File: src/rtl/traffic_pkg.sv
// Shared definitions for the traffic controller interval store and timer:
// interval index constants, default tick values and the timer state type.
package traffic_pkg;

    localparam int unsigned IDX_BASE  = 0;
    localparam int unsigned IDX_EXT   = 1;
    localparam int unsigned IDX_YEL   = 2;
    localparam int unsigned IDX_SPARE = 3;

    localparam logic [3:0] DEF_BASE  = 4'd6;
    localparam logic [3:0] DEF_EXT   = 4'd3;
    localparam logic [3:0] DEF_YEL   = 4'd2;
    localparam logic [3:0] DEF_SPARE = 4'd1;

    typedef enum logic {
        IDLE = 1'b0,
        RUN  = 1'b1
    } timer_state_e;

endpackage

File: src/rtl/interval_countdown.sv
// Loadable countdown timer. A load starts (or restarts) the count and takes
// priority over a same-cycle tick; reaching zero raises a one-cycle expired
// pulse and returns to IDLE. A zero load expires on the next cycle.
module interval_countdown
    import traffic_pkg::*;
#(
    parameter int unsigned VALUE_W = 4
) (
    input  logic               clk,
    input  logic               sys_reset,
    input  logic               load_i,
    input  logic [VALUE_W-1:0] load_value_i,
    input  logic               tick_en_i,
    output logic [VALUE_W-1:0] time_left_o,
    output logic               busy_o,
    output logic               expired_o
);

    timer_state_e       state_q, state_d;
    logic [VALUE_W-1:0] time_left_q, time_left_d;
    logic               busy_q, busy_d;
    logic               expired_q, expired_d;

    // State and output registers; reset abandons any count silently.
    always_ff @(posedge clk) begin
        if (sys_reset) begin
            state_q     <= IDLE;
            time_left_q <= '0;
            busy_q      <= 1'b0;
            expired_q   <= 1'b0;
        end else begin
            state_q     <= state_d;
            time_left_q <= time_left_d;
            busy_q      <= busy_d;
            expired_q   <= expired_d;
        end
    end

    // Next-state logic: load wins over tick, decrement stops at zero.
    always_comb begin
        state_d     = state_q;
        time_left_d = time_left_q;
        busy_d      = busy_q;
        expired_d   = 1'b0;

        if (load_i) begin
            if (load_value_i == '0) begin
                // Nothing to count: expire immediately, stay idle.
                time_left_d = '0;
                busy_d      = 1'b0;
                expired_d   = 1'b1;
                state_d     = IDLE;
            end else begin
                time_left_d = load_value_i;
                busy_d      = 1'b1;
                state_d     = RUN;
            end
        end else begin
            unique case (state_q)
                IDLE: begin
                    busy_d = 1'b0;
                end
                RUN: begin
                    if (tick_en_i) begin
                        if (time_left_q == VALUE_W'(1)) begin
                            time_left_d = '0;
                            busy_d      = 1'b0;
                            expired_d   = 1'b1;
                            state_d     = IDLE;
                        end else begin
                            time_left_d = time_left_q - VALUE_W'(1);
                        end
                    end
                end
                default: begin
                    state_d = IDLE;
                end
            endcase
        end
    end

    assign time_left_o = time_left_q;
    assign busy_o      = busy_q;
    assign expired_o   = expired_q;

endmodule

File: src/rtl/interval_timer_bank.sv
// Reprogrammable interval store with registered read port and an integrated
// countdown timer loaded from the addressed entry. Writes act on the rising
// edge of the programming strobe; zero values and bad selectors are rejected.
module interval_timer_bank
    import traffic_pkg::*;
#(
    parameter int unsigned                        NUM_INTERVALS = 4,
    parameter int unsigned                        VALUE_W       = 4,
    parameter int unsigned                        SEL_W         = $clog2(NUM_INTERVALS),
    parameter logic [NUM_INTERVALS*VALUE_W-1:0]   DEFAULTS      = {DEF_SPARE, DEF_YEL, DEF_EXT, DEF_BASE}
) (
    input  logic               clk,
    input  logic               sys_reset,
    input  logic [SEL_W-1:0]   selector,
    input  logic [VALUE_W-1:0] reprogram_value,
    input  logic               prg_sync_in,
    input  logic [SEL_W-1:0]   interval_address,
    output logic [VALUE_W-1:0] output_value,
    input  logic               start_timer,
    input  logic               tick_en,
    output logic [VALUE_W-1:0] time_left,
    output logic               busy,
    output logic               expired,
    output logic               prg_ack,
    output logic               prg_error
);

    logic [VALUE_W-1:0] params_q [NUM_INTERVALS];
    logic               prg_q;
    logic               prg_ack_q, prg_ack_d;
    logic               prg_error_q, prg_error_d;
    logic [VALUE_W-1:0] output_value_q, output_value_d;

    logic               prg_rise;
    logic               sel_ok;
    logic               addr_ok;
    logic               write_en;
    logic [VALUE_W-1:0] rd_value;

    assign prg_rise = prg_sync_in & ~prg_q;
    assign sel_ok   = (32'(selector) < NUM_INTERVALS);
    assign addr_ok  = (32'(interval_address) < NUM_INTERVALS);
    assign write_en = prg_rise & sel_ok & (reprogram_value != '0);

    // Combinational read of the current (pre-write) entry; feeds both the
    // registered read port and the timer load, giving read-before-write.
    always_comb begin
        rd_value = '0;
        if (addr_ok) begin
            rd_value = params_q[interval_address];
        end
    end

    // Handshake and read-port next values.
    always_comb begin
        prg_ack_d      = write_en;
        prg_error_d    = prg_rise & ~write_en;
        output_value_d = rd_value;
    end

    // Parameter file, strobe edge detect and registered outputs.
    always_ff @(posedge clk) begin
        if (sys_reset) begin
            for (int unsigned i = 0; i < NUM_INTERVALS; i++) begin
                params_q[i] <= DEFAULTS[i*VALUE_W +: VALUE_W];
            end
            prg_q          <= 1'b0;
            prg_ack_q      <= 1'b0;
            prg_error_q    <= 1'b0;
            output_value_q <= '0;
        end else begin
            if (write_en) begin
                params_q[selector] <= reprogram_value;
            end
            prg_q          <= prg_sync_in;
            prg_ack_q      <= prg_ack_d;
            prg_error_q    <= prg_error_d;
            output_value_q <= output_value_d;
        end
    end

    interval_countdown #(
        .VALUE_W(VALUE_W)
    ) u_countdown (
        .clk         (clk),
        .sys_reset   (sys_reset),
        .load_i      (start_timer),
        .load_value_i(rd_value),
        .tick_en_i   (tick_en),
        .time_left_o (time_left),
        .busy_o      (busy),
        .expired_o   (expired)
    );

    assign output_value = output_value_q;
    assign prg_ack      = prg_ack_q;
    assign prg_error    = prg_error_q;

endmodule
File: config.mk
export PLATFORM = sky130hd
export DESIGN_NAME = interval_timer_bank
export DESIGN_NICKNAME = d
export VERILOG_FILES = /design/src/rtl/traffic_pkg.sv /design/src/rtl/interval_countdown.sv /design/src/rtl/interval_timer_bank.sv
export SDC_FILE = /design/constraint.sdc
export NUM_CORES = 1
export LEC_CHECK = 0
export CORE_MARGIN = 2
export CORE_UTILIZATION = 54
export DETAILED_ROUTE_END_ITERATION = 16
export DONT_BUFFER_PORTS = 1
export HOLD_SLACK_MARGIN = 0.02
export PLACE_DENSITY = 0.72
export SETUP_SLACK_MARGIN = 0.5
export SKIP_CTS_REPAIR_TIMING = 1
export SLEW_MARGIN = 30
export SYNTH_ARGS = -nofsm -noshare
export SYNTH_HDL_FRONTEND = slang
export SYNTH_SLANG_ARGS = --single-unit
File: constraint.sdc
create_clock -name clk -period 1.55 [get_ports clk]
set_input_delay 0.155 -clock clk [delete_from_list [all_inputs] [get_ports clk]]
set_output_delay 0.155 -clock clk [all_outputs]
set_load 0.005 [all_outputs]
==> results of run 1 <==
-- routing by layer --
metal	vias to the layer above	share of wire
met4	0	0.0084
li1	422	-
met5	-	0
met1	404	0.38
met2	30	0.54
met3	2	0.068
-- layout by cell type (no fill, tap or decap), types with 4 or more instances in the layout --
master,instances
sky130_fd_sc_hd__or2_4,5
sky130_fd_sc_hd__a21oi_1,6
sky130_fd_sc_hd__edfxtp_1,16
sky130_fd_sc_hd__inv_1,4
sky130_fd_sc_hd__clkbuf_4,5
sky130_fd_sc_hd__dfxtp_1,11
sky130_fd_sc_hd__buf_6,5
sky130_fd_sc_hd__nor2b_1,5
sky130_fd_sc_hd__mux4_2,4
sky130_fd_sc_hd__and2_4,7
sky130_fd_sc_hd__buf_4,7
sky130_fd_sc_hd__dlygate4sd3_1,5
-- registers in the layout (all words and copies together), names as in the netlist --
signal / flops
prg_q: 1
u_countdown.busy_o: 1
params_q: 16
u_countdown.state_q: 1
u_countdown.expired_o: 1
output_value: 4
prg_error: 1
prg_ack: 1
u_countdown.time_left_o: 4
-- worst max-delay path, cell delays in order (launching register included) --
cell,delay [ns]
sky130_fd_sc_hd__edfxtp_1,0.39
sky130_fd_sc_hd__mux4_2,0.53
sky130_fd_sc_hd__o41ai_4,0.43
sky130_fd_sc_hd__nor3b_2,0.21
-- layout make-up --
class	instances	area, um^2
flip-flops and latches	30	764
multi-input cells	67	653
fillers	145	592
repair buffers	17	159
clock buffers	5	37.5
well taps	28	35.0
inverters	5	18.8
clock inverters	3	16.3
-- cells in the mapped netlist (3+ instances only) --
cell,n,area share
sky130_fd_sc_hd__dfxtp_1,14,0.21
sky130_fd_sc_hd__and2_1,5,0.024
sky130_fd_sc_hd__o21ai_0,3,0.011
sky130_fd_sc_hd__nor2_1,4,0.011
sky130_fd_sc_hd__a21oi_1,8,0.030
sky130_fd_sc_hd__and2_2,3,0.017
sky130_fd_sc_hd__nor2b_1,5,0.024
sky130_fd_sc_hd__mux4_2,4,0.068
sky130_fd_sc_hd__inv_1,5,0.014
sky130_fd_sc_hd__nand2b_1,3,0.014
sky130_fd_sc_hd__or2_2,3,0.014
sky130_fd_sc_hd__edfxtp_1,16,0.36
sky130_fd_sc_hd__nand2_1,3,0.0085
-- cell families after synthesis --
family / share of synthesized area
AOI/OAI and AO/OA: 0.0913
adders and majority gates: 0.0188
buffers and inverters: 0.0282
DFF: 0.572
muxes: 0.0677
and+or+nand+nor: 0.222
-- per-stage QoR --
| stage | util | area (um^2) | power (W) |
|---|---|---|---|
| 3_5_place_dp | 0.643 | 1460 | 0.00108 |
| 2_1_floorplan | - | 1390 | 0.00104 |
| 5_1_grt | 0.740 | 1680 | 0.00163 |
| 4_1_cts | 0.666 | 1520 | 0.00152 |
| 3_3_place_gp | 0.643 | 1460 | 0.00108 |
| 6_report | 0.740 | 1680 | 0.00155 |
-- power breakdown --
group          switching [W]  internal, W  total [W]
logic              0.0000804     0.000125   0.000206
registers          0.0000316     0.000880   0.000911
clock network       0.000266     0.000168   0.000434
-- worst paths after layout --
kind / slack, ns / endpoint
max: -0.09 / u_countdown.expired_o
min reg2reg: 0.56 / u_countdown.busy_o
max reg2reg: -0.09 / u_countdown.expired_o
min: -0.11 / u_countdown.time_left_o[0]
==> metrics.csv, run 1 <==
metric,value,unit
status,"finished, violations left",
violations in the final reports,"negative hold slack, negative setup slack",
DRC viols,0,
predominant post-synthesis flop cell,sky130_fd_sc_hd__edfxtp_1,
clock insertion delay at the later pin of the skew report,0.33,ns
maximum fanout encountered on the critical timing path,3,
final antenna diode count,0,
global-route wire length before repair,3830,um
largest voltage drop on the vdd net,0.838,mV
"Avg Cell Area, Syn",12.7,um^2
final worst hold slack,-0.106,ns
overall overflow remaining after global route,0,
setup TNS,-0.177,ns
final critical delay including setup and external delays,1.64,ns
Non-Filler Instances,155,
core region area,2280,um^2
required time at the worst-slack endpoint,1.80,ns
number of hold violations in the final report,12,
largest net degree at the start of global routing,19,
Max Clock Freq,0.610,GHz
Worst R2R Path Depth,3,
share of layout cells above drive strength 1,0.449,
number of cells in the design after placement,138,
Worst EP arrival,1.89,ns
M1 GR Usage,0.229,
vias in the first global route,832,
clk_skew,0.0173,ns
net total in the final layout,141,
number of levels in the clock H-tree,2,
met3 routing resource usage after global routing,0.0944,
async set-or-reset flop fraction in the synthesized netlist,0,
number of buffers added by the clock tree synthesis step,5,
detailed placement HPWL,1790,um
number of instances in the synthesized netlist,105,
"antenna viol nets, final",0,
Power Dens Cells,921,nW/um^2
die outline area,2880,um^2
gr usage total,0.204,
die boundary width,53.6,um
MaxCap Viol Count,0,
"EDFF count, synth",16,
post-place setup slack,-0.0778,ns
buffer depth of the longest clock path,2,
nature of the critical path endpoint,register,
placer congestion estimate,0.741,
cell row count,17,
global routing usage on met2,0.327,
RSZ-0062 raised after global routing,yes,
antenna violations before repair,0,
TritonRoute pass-1 iters,4,
worst setup path class,reg2reg,
number of nets in the synthesized netlist,120,
clock tree from TritonCTS,yes,
detail-routed net length per standard cell,16.9,um
total of buffers placed on input and output ports,0,
actual transition at the worst max-transition pin,0.318,ns
via count,858,
effective utilization at floorplan,0.584,
area growth from synthesis to layout,26.6,%
Worst setup SP type,register,
static power due to leakage,0.625,nW
sequential share of the synthesized area,0.572,
Worst Slack Setup Final,-0.0891,ns
DRT Wirelength,2620,um
total number of clock tree sinks,30,
number of warnings issued by yosys,0,
synthesis-stage register bit count,30,
via/cell ratio,5.54,
worst hold-check path type,in2reg,
busiest metal layer after global routing,met2,
initial DRC count,13,
number of setup violations in the final report,3,
relative slew slack,0.787,
number of cells traversed by the worst hold path,1,
Die H,53.6,um
synthesized cell area,1330,um^2
boundary pin count,25,
worst min-delay path startpoint,sys_reset,
clock transition at the register clock pins on the worst setup and hold paths after CTS,0.11,ns
worst setup path start,params_q[3][1],
clock root buffer master,sky130_fd_sc_hd__clkbuf_4,
critical register-to-register path startpoint,params_q[3][1],
Final Max Slew Viols,0,
crit share post-route,1.06,
Synth cell types,36,
Power figures use the tool's default switching activity.
==> run 2, diff against run 1 <==
--- a/config.mk
+++ b/config.mk
@@ -7,6 +7,7 @@
 export LEC_CHECK = 0
 export CORE_MARGIN = 2
 export CORE_UTILIZATION = 54
+export CTS_BUF_LIST = sky130_fd_sc_hd__clkbuf_8 sky130_fd_sc_hd__clkbuf_16
 export DETAILED_ROUTE_END_ITERATION = 16
 export DONT_BUFFER_PORTS = 1
 export HOLD_SLACK_MARGIN = 0.02
==> run 2 against run 1 <==
Effect of this change: the run still ends with negative hold slack, negative setup slack left; highest routed layer unchanged; largest power group unchanged; via count is 0.58% lower; utilization down 0.38 points; clock-buffer cell count unchanged; critical path depth did not move; die area unchanged; power rose by 9.2%.
==> metrics.csv, run 2 (synthesis results as in run 1) <==
metric,value,unit
maximum fanout encountered on the critical timing path,3,
worst setup path class,reg2reg,
Die H,53.6,um
antenna violations before repair,0,
Worst EP arrival,1.83,ns
cells along the critical path,"mux4_2, o41ai_4, nor3b_2",
effective utilization at floorplan,0.584,
nature of the critical path endpoint,register,
vias in the first global route,830,
most common library cell in the layout ignoring fill and taps,sky130_fd_sc_hd__edfxtp_1,
clock tree from TritonCTS,yes,
"top library cells by usage in the layout, fill and taps aside","sky130_fd_sc_hd__edfxtp_1 (16), sky130_fd_sc_hd__dfxtp_1 (11), sky130_fd_sc_hd__and2_4 (7), sky130_fd_sc_hd__buf_4 (7), sky130_fd_sc_hd__a21oi_1 (6)",
actual transition at the worst max-transition pin,0.313,ns
via/cell ratio,5.65,
initial DRC count,13,
final worst hold slack,-0.0631,ns
DRC viols,0,
Worst setup SP type,register,
buffer depth of the longest clock path,2,
register name with the most flops,params_q,
placer congestion estimate,0.741,
maximum cell stage delay along the critical path,0.53,ns
Power Dens Cells,1010,nW/um^2
static power due to leakage,0.621,nW
die boundary width,53.6,um
"antenna viol nets, final",0,
number of levels in the clock H-tree,2,
clock root buffer master,sky130_fd_sc_hd__clkbuf_8,
overall overflow remaining after global route,0,
detail-routed net length per standard cell,16.8,um
overall power of the completed layout,0.00169,W
cell area after layout,1680,um^2
gr usage total,0.202,
die outline area,2880,um^2
total number of clock tree sinks,30,
Final Max Slew Viols,0,
final critical delay including setup and external delays,1.62,ns
number of hold violations in the final report,12,
crit share post-route,1.05,
core region area,2280,um^2
number of buffers added by the clock tree synthesis step,5,
violations in the final reports,"negative hold slack, negative setup slack",
status,"finished, violations left",
Worst Slack Setup Final,-0.0729,ns
cell row count,17,
Worst path slowest cell,sky130_fd_sc_hd__mux4_2,
worst hold-check path type,in2reg,
via count,853,
TritonRoute pass-1 iters,4,
setup TNS,-0.139,ns
total of buffers placed on input and output ports,0,
detailed placement HPWL,1790,um
Max Clock Freq,0.616,GHz
boundary pin count,25,
number of setup violations in the final report,5,
clk_skew,0.00413,ns
number of flip-flops under the largest register name,16,
CP Buf/Inv Count,0,
largest voltage drop on the vdd net,0.814,mV
kind of cell with the highest combined delay on the critical path,multiplexers,
DRT Wirelength,2540,um
final antenna diode count,0,
clock insertion delay at the later pin of the skew report,0.28,ns
RSZ-0062 raised after global routing,yes,
largest net degree at the start of global routing,19,
clock transition at the register clock pins on the worst setup and hold paths after CTS,0.06,ns
MaxCap Viol Count,0,
area growth from synthesis to layout,26.0,%
net total in the final layout,137,
placed instance area,1460,um^2
relative slew slack,0.791,
global-route wire length before repair,3830,um
required time at the worst-slack endpoint,1.76,ns
share of layout cells above drive strength 1,0.463,
run 2: stage by stage:
step	setup slack, ns	std cells	utilization
3_5_place_dp	-0.0778	138	0.643
2_1_floorplan	-0.102	105	-
3_3_place_gp	-0.0570	138	0.643
4_1_cts	-0.0948	146	0.680
6_report	-0.0729	151	0.736
5_1_grt	-0.138	151	0.736
run 2: per-layer routing:
layer / global-route usage / vias up / wire (um)
met5: 0 / - / 0
met4: 0.115 / 0 / 40
met3: 0.0778 / 4 / 168
met2: 0.333 / 30 / 1310
met1: 0.221 / 405 / 1010
li1: - / 414 / -
run 2: worst register-to-register path, cell delays in order, from the launching register on:
cell                       delay (ns)
sky130_fd_sc_hd__edfxtp_1        0.39
sky130_fd_sc_hd__mux4_2          0.53
sky130_fd_sc_hd__o41ai_4         0.43
sky130_fd_sc_hd__nor3b_2         0.21
run 2: power breakdown:
group	leakage, nW	switching (W)	total (W)	internal (W)
Clock	0.0416	0.000282	0.000589	0.000306
Combinational	0.305	0.0000740	0.000193	0.000119
Sequential	0.274	0.0000313	0.000912	0.000881
Total	0.621	0.000388	0.00169	0.00131
run 2: path summary, 6_finish.rpt:
check	start	to	slack [ns]	cells after the start
worst max-delay path	params_q[3][1]	u_countdown.expired_o	-0.07	3
worst min-delay path	sys_reset	u_countdown.time_left_o[0]	-0.06	1
worst max register to register	params_q[3][1]	u_countdown.expired_o	-0.07	3
worst min register to register	u_countdown.busy_o	u_countdown.busy_o	0.56	3
run 2: area by class of cell:
cell class | count | area, um^2
Clock buffer | 5 | 68.8
Timing Repair Buffer | 13 | 119
Fill cell | 154 | 601
Tap cell | 28 | 35.0
Sequential cell | 30 | 764
Clock inverter | 3 | 16.3
Inverter | 5 | 18.8
Multi-Input combinational cell | 67 | 653
